==> config.mk <==
export PLATFORM = sky130hd
export DESIGN_NAME = midi_voice_allocator
export DESIGN_NICKNAME = d
export VERILOG_FILES = /design/src/rtl/midi_voice_allocator.sv
export SDC_FILE = /design/constraint.sdc
export NUM_CORES = 1
export LEC_CHECK = 0
export CORE_MARGIN = 5
export CORE_UTILIZATION = 48
export DETAILED_ROUTE_END_ITERATION = 16
export PLACE_DENSITY = 0.77
export SETUP_SLACK_MARGIN = 0.1
export SYNTH_ARGS = -nofsm -noshare
export SYNTH_HDL_FRONTEND = slang
export SYNTH_SLANG_ARGS = --single-unit
==> constraint.sdc <==
create_clock -name clk -period 2 [get_ports clk]
set_input_delay 0.4 -clock clk [delete_from_list [all_inputs] [get_ports clk]]
set_output_delay 0.4 -clock clk [all_outputs]
set_load 0.01 [all_outputs]
==> src/rtl/midi_voice_allocator.sv <==
// ---------------------------------------------------------------------------
// midi_voice_allocator
//
// Purpose:
//   Parses a raw MIDI byte stream into note-on / note-off events for one MIDI
//   channel and assigns those notes to NUM_VOICES oscillator voices. For each
//   voice it drives a note number, a gate, and a one-cycle update strobe.
//
// Ports:
//   clk           system clock
//   rst           asynchronous, active-high reset
//   midi_data     MIDI byte, sampled on every clk edge where midi_valid is high
//   midi_valid    byte qualifier (no backpressure)
//   voice_note    packed note numbers, voice i at bits [7i+6:7i]
//   voice_gate    1 = voice i sounding
//   voice_update  one-cycle pulse when voice i is (re)triggered by a note-on
//   overflow      sticky flag, set when a note-on had to be dropped
//
// Configuration:
//   MIDI_VOICE_STEAL_EN  when defined, a note-on arriving with every voice busy
//                        steals the oldest voice instead of being dropped.
// ---------------------------------------------------------------------------
module midi_voice_allocator #(
    parameter int         NUM_VOICES   = 4,
    parameter logic [3:0] MIDI_CHANNEL = 4'd0,
    parameter int         AGE_BITS     = 8
) (
    input  logic                    clk,
    input  logic                    rst,
    input  logic [7:0]              midi_data,
    input  logic                    midi_valid,
    output logic [NUM_VOICES*7-1:0] voice_note,
    output logic [NUM_VOICES-1:0]   voice_gate,
    output logic [NUM_VOICES-1:0]   voice_update,
    output logic                    overflow
);

    localparam logic [AGE_BITS-1:0] AGE_MAX = '1;

    typedef enum logic [2:0] {IDLE, DATA1, DATA2, SKIP1, SKIP2} parseState_e;

    parseState_e state_q, state_d;
    logic        runValid_q, runValid_d;
    logic        runIsOn_q, runIsOn_d;
    logic [3:0]  runCh_q, runCh_d;
    logic [6:0]  note_q, note_d;
    logic        evtValid_q, evtValid_d;
    logic        evtOn_q, evtOn_d;
    logic [6:0]  evtNote_q, evtNote_d;

    logic [6:0]          noteV_q [NUM_VOICES];
    logic [6:0]          noteV_d [NUM_VOICES];
    logic [AGE_BITS-1:0] age_q   [NUM_VOICES];
    logic [AGE_BITS-1:0] age_d   [NUM_VOICES];
    logic [NUM_VOICES-1:0] gate_q, gate_d;
    logic [NUM_VOICES-1:0] update_q, update_d;
    logic                  overflow_q, overflow_d;

    logic [NUM_VOICES-1:0] matchSel, freeSel, trig;
    logic                  anyMatch, anyFree;
`ifdef MIDI_VOICE_STEAL_EN
    logic [NUM_VOICES-1:0] stealSel;
    logic [AGE_BITS-1:0]   bestAge;
`endif

    // Parser state and the one-cycle event register that separates message
    // completion from the voice update.
    always_ff @(posedge clk or posedge rst) begin
        if (rst) begin
            state_q    <= IDLE;
            runValid_q <= 1'b0;
            runIsOn_q  <= 1'b0;
            runCh_q    <= 4'd0;
            note_q     <= 7'd0;
            evtValid_q <= 1'b0;
            evtOn_q    <= 1'b0;
            evtNote_q  <= 7'd0;
        end else begin
            state_q    <= state_d;
            runValid_q <= runValid_d;
            runIsOn_q  <= runIsOn_d;
            runCh_q    <= runCh_d;
            note_q     <= note_d;
            evtValid_q <= evtValid_d;
            evtOn_q    <= evtOn_d;
            evtNote_q  <= evtNote_d;
        end
    end

    // Byte classification and message assembly. Real-time bytes leave every
    // register untouched so they can sit anywhere inside a message.
    always_comb begin
        state_d    = state_q;
        runValid_d = runValid_q;
        runIsOn_d  = runIsOn_q;
        runCh_d    = runCh_q;
        note_d     = note_q;
        evtValid_d = 1'b0;
        evtOn_d    = 1'b0;
        evtNote_d  = evtNote_q;
        if (midi_valid) begin
            if (midi_data[7:3] == 5'b11111) begin
                state_d = state_q;
            end else if (midi_data[7:4] == 4'hF) begin
                runValid_d = 1'b0;
                state_d    = IDLE;
            end else if (midi_data[7]) begin
                case (midi_data[6:4])
                    3'b000, 3'b001: begin
                        runValid_d = 1'b1;
                        runIsOn_d  = midi_data[4];
                        runCh_d    = midi_data[3:0];
                        state_d    = DATA1;
                    end
                    3'b100, 3'b101: begin
                        runValid_d = 1'b0;
                        state_d    = SKIP1;
                    end
                    default: begin
                        runValid_d = 1'b0;
                        state_d    = SKIP2;
                    end
                endcase
            end else begin
                case (state_q)
                    IDLE: begin
                        if (runValid_q) begin
                            note_d  = midi_data[6:0];
                            state_d = DATA2;
                        end
                    end
                    DATA1: begin
                        note_d  = midi_data[6:0];
                        state_d = DATA2;
                    end
                    DATA2: begin
                        state_d = IDLE;
                        // A note-on with velocity zero is a note-off.
                        if (runCh_q == MIDI_CHANNEL) begin
                            evtValid_d = 1'b1;
                            evtOn_d    = runIsOn_q && (midi_data[6:0] != 7'd0);
                            evtNote_d  = note_q;
                        end
                    end
                    SKIP2:   state_d = SKIP1;
                    default: state_d = IDLE;
                endcase
            end
        end
    end

    // Voice registers: notes, gates, ages, the update strobe and overflow.
    always_ff @(posedge clk or posedge rst) begin
        if (rst) begin
            for (int i = 0; i < NUM_VOICES; i++) begin
                noteV_q[i] <= 7'd0;
                age_q[i]   <= '0;
            end
            gate_q     <= '0;
            update_q   <= '0;
            overflow_q <= 1'b0;
        end else begin
            for (int i = 0; i < NUM_VOICES; i++) begin
                noteV_q[i] <= noteV_d[i];
                age_q[i]   <= age_d[i];
            end
            gate_q     <= gate_d;
            update_q   <= update_d;
            overflow_q <= overflow_d;
        end
    end

    // Allocation: retrigger a sounding voice holding the same note first,
    // then the lowest free voice, and only then fall back to stealing or
    // dropping. The trigger vector is one-hot or empty.
    always_comb begin
        noteV_d    = noteV_q;
        age_d      = age_q;
        gate_d     = gate_q;
        update_d   = '0;
        overflow_d = overflow_q;
        matchSel   = '0;
        freeSel    = '0;
        trig       = '0;
        anyMatch   = 1'b0;
        anyFree    = 1'b0;
        for (int i = 0; i < NUM_VOICES; i++) begin
            if (!anyMatch && gate_q[i] && (noteV_q[i] == evtNote_q)) begin
                matchSel[i] = 1'b1;
                anyMatch    = 1'b1;
            end
            if (!anyFree && !gate_q[i]) begin
                freeSel[i] = 1'b1;
                anyFree    = 1'b1;
            end
        end
`ifdef MIDI_VOICE_STEAL_EN
        // Strict greater-than keeps the lowest index on equal ages.
        stealSel = '0;
        bestAge  = '0;
        for (int i = 0; i < NUM_VOICES; i++) begin
            if (i == 0 || age_q[i] > bestAge) begin
                stealSel    = '0;
                stealSel[i] = 1'b1;
                bestAge     = age_q[i];
            end
        end
`endif
        if (evtValid_q) begin
            if (evtOn_q) begin
                if (anyMatch) begin
                    trig = matchSel;
                end else if (anyFree) begin
                    trig = freeSel;
                end else begin
`ifdef MIDI_VOICE_STEAL_EN
                    trig = stealSel;
`else
                    overflow_d = 1'b1;
`endif
                end
                // A dropped note-on leaves every voice, including ages, as is.
                if (|trig) begin
                    for (int i = 0; i < NUM_VOICES; i++) begin
                        if (trig[i]) begin
                            noteV_d[i]  = evtNote_q;
                            gate_d[i]   = 1'b1;
                            age_d[i]    = '0;
                            update_d[i] = 1'b1;
                        end else if (gate_q[i] && (age_q[i] != AGE_MAX)) begin
                            age_d[i] = age_q[i] + AGE_BITS'(1);
                        end
                    end
                end
            end else begin
                for (int i = 0; i < NUM_VOICES; i++) begin
                    if (gate_q[i] && (noteV_q[i] == evtNote_q)) begin
                        gate_d[i] = 1'b0;
                    end
                end
            end
        end
    end

    // Pack per-voice note registers onto the flat output bus.
    for (genvar g = 0; g < NUM_VOICES; g++) begin : gPack
        assign voice_note[7*g +: 7] = noteV_q[g];
    end

    assign voice_gate   = gate_q;
    assign voice_update = update_q;
    assign overflow     = overflow_q;

endmodule
==> impl_metrics.json, run 1 <==
{
  "drt_iter0_drc": 109,
  "mappedNetlistArea_sq_um": 2919,
  "final_cell_mix": "56 x dfrtp_1, 47 x clkdlybuf4s50_1, 42 x buf_4",
  "synth-warning-count": 0,
  "grt_pass1_wl_mm": 11.45,
  "finalCritPeriodShare": 1.156,
  "cp_cell_sequence": "buf_4 > xor2_1 > nor4_2 > nand4_1 > and2_4 > nand4_4 > buf_6 > mux2_2",
  "insertion_delay_ns": 0.33,
  "area_delta_synth_final_pct": 47.49,
  "p_total_uw": 3949,
  "vdd_drop_max_mv": 0.6567,
  "post_drt_wl_per_cell_um": 17.87,
  "cts-root-buf": "clkbuf_8",
  "vias_per_cell": 5.515,
  "worst_slew_pin_slew_ns": 0.4252,
  "num_vias": 2377,
  "finalWirelength_mm": 7.700,
  "numClockSinks": 62,
  "syn_inst": 243,
  "rows": 28,
  "die-width_um": 87.99,
  "drv_cap": 0,
  "worst_slack_ns": -0.3126,
  "dp_hpwl_mm": 4.552,
  "crit_path_top_delay_cell": "dfrtp_1",
  "cts_tree": "done",
  "synth_cell_types": 42,
  "ctsHoldBuffers": 0,
  "antenna_found_initial": 0,
  "cts_buffer_depth": 2,
  "start_util": 0.4930,
  "max_freq_mhz": 432.4,
  "synthArstFlopShare": 1.000,
  "finalSetupViolCount": 37,
  "drt_first_pass_iters": 5,
  "ys_ff_latch": 62,
  "gp_congestion": 0.8585,
  "grt_max_degree": 63,
  "die_y_um": 87.99,
  "finalHoldViolations": 0,
  "grtUsageTotal": 0.1977,
  "critPathKind": "register to register",
  "yosysSeqAreaShare": 0.5315,
  "relSlewSlack": 0.7153,
  "min_path_type": "register to register",
  "drive_above_1_share": 0.4045,
  "start_kind": "register",
  "gr-total-overflow": 0,
  "outcome": "finished with violations",
  "slew_violations": 0,
  "boundaryPins": 48,
  "powerDensity_nw_per_um2": 917.2,
  "violations": "negative setup slack",
  "core-area_sq_um": 5921,
  "fin_crit_ns": 2.313,
  "dieArea_sq_um": 7741,
  "rsz0062_at_grt": "yes",
  "n_antenna_cell": 0,
  "critPathMaxFanout": 5,
  "layout_commonest_cell": "dfrtp_1",
  "htree_levels": 3,
  "required_ns": 2.22,
  "cpPeakStageDelay_ns": 0.43,
  "place_area_sq_um": 3702,
  "drc": 0,
  "synth_ff_type": "dfrtp_1",
  "skew_ns": 0.006346,
  "numCtsBuffers": 9,
  "final_antenna_net_count": 0,
  "path_clk_slew_ns": 0.07,
  "synth_area_per_cell_sq_um": 12.01,
  "cp_data_arrival_time_ns": 2.53,
  "finalInstanceArea_sq_um": 4305,
  "port-buffer-count": 47,
  "final_nets": 363,
  "p_leak_uw": 0.002063,
  "grt_pass1_vias": 2371,
  "end_kind": "register",
  "synth_edf_count": 0,
  "syn_nets": 254
}
through the flow:
step           hold WS, ns  setup WS (ns)  setup TNS, ns    util  cells
2_1_floorplan       0.4348        0.02933              0       -    243
3_3_place_gp        0.4494        -0.2266         -5.160  0.6253    389
3_5_place_dp        0.4580        -0.2539         -5.999  0.6253    389
4_1_cts             0.4720        -0.1677         -3.353  0.6961    422
5_1_grt             0.5168        -0.3964         -10.72  0.7272    431
6_report            0.4712        -0.3126         -7.239  0.7272    431
power breakdown:
| part | switching, uW | internal (uW) | total, uW |
|---|---|---|---|
| Combinational | 604 | 725 | 1330 |
| Sequential | 217 | 1440 | 1650 |
| Clock | 455 | 511 | 965 |
registers in the layout, indices dropped and copies added, names as in the netlist:
register / count
evtOn_q: 1
voice_note: 28
voice_gate: 4
overflow: 1
evtNote_q: 7
runIsOn_q: 1
note_q: 7
evtValid_q: 1
state_q: 3
runValid_q: 1
runCh_q: 4
voice_update: 4
Yosys cell counts, types with 2 or more instances:
master    count  area share
a21oi_1       2      0.0034
a41o_1        2      0.0069
and2_1        2      0.0043
buf_4         6       0.015
clkbuf_1      3      0.0039
dfrtp_1      62        0.53
inv_1         9       0.012
mux2_2       40        0.15
nand2_1      34       0.044
nand2b_1      2      0.0043
nand4_1       6       0.013
nor2_1        6      0.0077
nor2b_1       2      0.0043
nor3_1        3      0.0051
nor4_1        6       0.013
o21ai_0       5      0.0086
o41ai_1       2      0.0060
xnor2_1      12       0.036
xor2_1       16       0.048
final cells by class:
cell class / instances / area (sq um)
tap: 75 / 93.84
clock inverter: 1 / 5.005
clock buffer: 14 / 162.7
sequential: 62 / 1559
inverter: 10 / 41.29
fill: 393 / 1615
multi-input combinational: 162 / 1438
timing repair buffer: 107 / 1006
per-layer routing:
| metal | part of all wire | up-vias | GRT usage |
|---|---|---|---|
| met5 | 0 | - | 0 |
| met2 | 0.49 | 83 | 0.3103 |
| met1 | 0.41 | 1197 | 0.2435 |
| li1 | - | 1070 | - |
| met4 | 0.041 | 0 | 0.1283 |
| met3 | 0.053 | 27 | 0.04704 |
worst max-delay path, delay by kind of cell, from the launching register on:
family	cells	cell delay [ns]
simple gates	4	0.95
mux	1	0.34
buf+inv	2	0.30
flops	1	0.43
xor+xnor	1	0.18
cell families (layout without fill, tap and decap cells):
group / count (synthesis) / in the layout / share of synthesized area
simple gates: 73 / 73 / 0.1342
compound gates: 20 / 21 / 0.06002
mux: 40 / 40 / 0.1543
flops: 62 / 62 / 0.5315
buf+inv: 20 / 132 / 0.03600
xor+xnor: 28 / 28 / 0.08401
path summary, 6_finish.rpt:
check | depth (start not counted) | slack [ns] | start | endpoint
worst max register to register | 8 | -0.31 | evtNote_q[0]$_DFFE_PP0P_ | voice_note[27]$_DFFE_PP0P_
worst max-delay path | 8 | -0.31 | evtNote_q[0]$_DFFE_PP0P_ | voice_note[27]$_DFFE_PP0P_
worst min register to register | 2 | 0.47 | note_q[2]$_DFFE_PP0P_ | evtNote_q[2]$_DFFE_PP0P_
min in group asynchronous | 3 | 0.49 | rst | voice_note[10]$_DFFE_PP0P_
worst min-delay path | 2 | 0.47 | note_q[2]$_DFFE_PP0P_ | evtNote_q[2]$_DFFE_PP0P_
max in group asynchronous | 3 | 1.20 | rst | evtNote_q[3]$_DFFE_PP0P_
what timing repair did:
| action | CTS | global route |
|---|---|---|
| pin swaps | 10 | 7 |
| cloned | 0 | 1 |
| buffers inserted | 18 | 9 |
| setup endpoints to repair | 36 | 37 |
| resized for setup | 28 | 24 |
Power figures use the tool's default switching activity.
==> run 2, diff against run 1 <==
--- a/config.mk
+++ b/config.mk
@@ -8,6 +8,7 @@
 export CORE_MARGIN = 5
 export CORE_UTILIZATION = 48
 export DETAILED_ROUTE_END_ITERATION = 16
+export HOLD_SLACK_MARGIN = 0.12
 export PLACE_DENSITY = 0.77
 export SETUP_SLACK_MARGIN = 0.1
 export SYNTH_ARGS = -nofsm -noshare
==> results of run 2 <==
No change in the layout: final DEF, timing and power equal those of run 1.
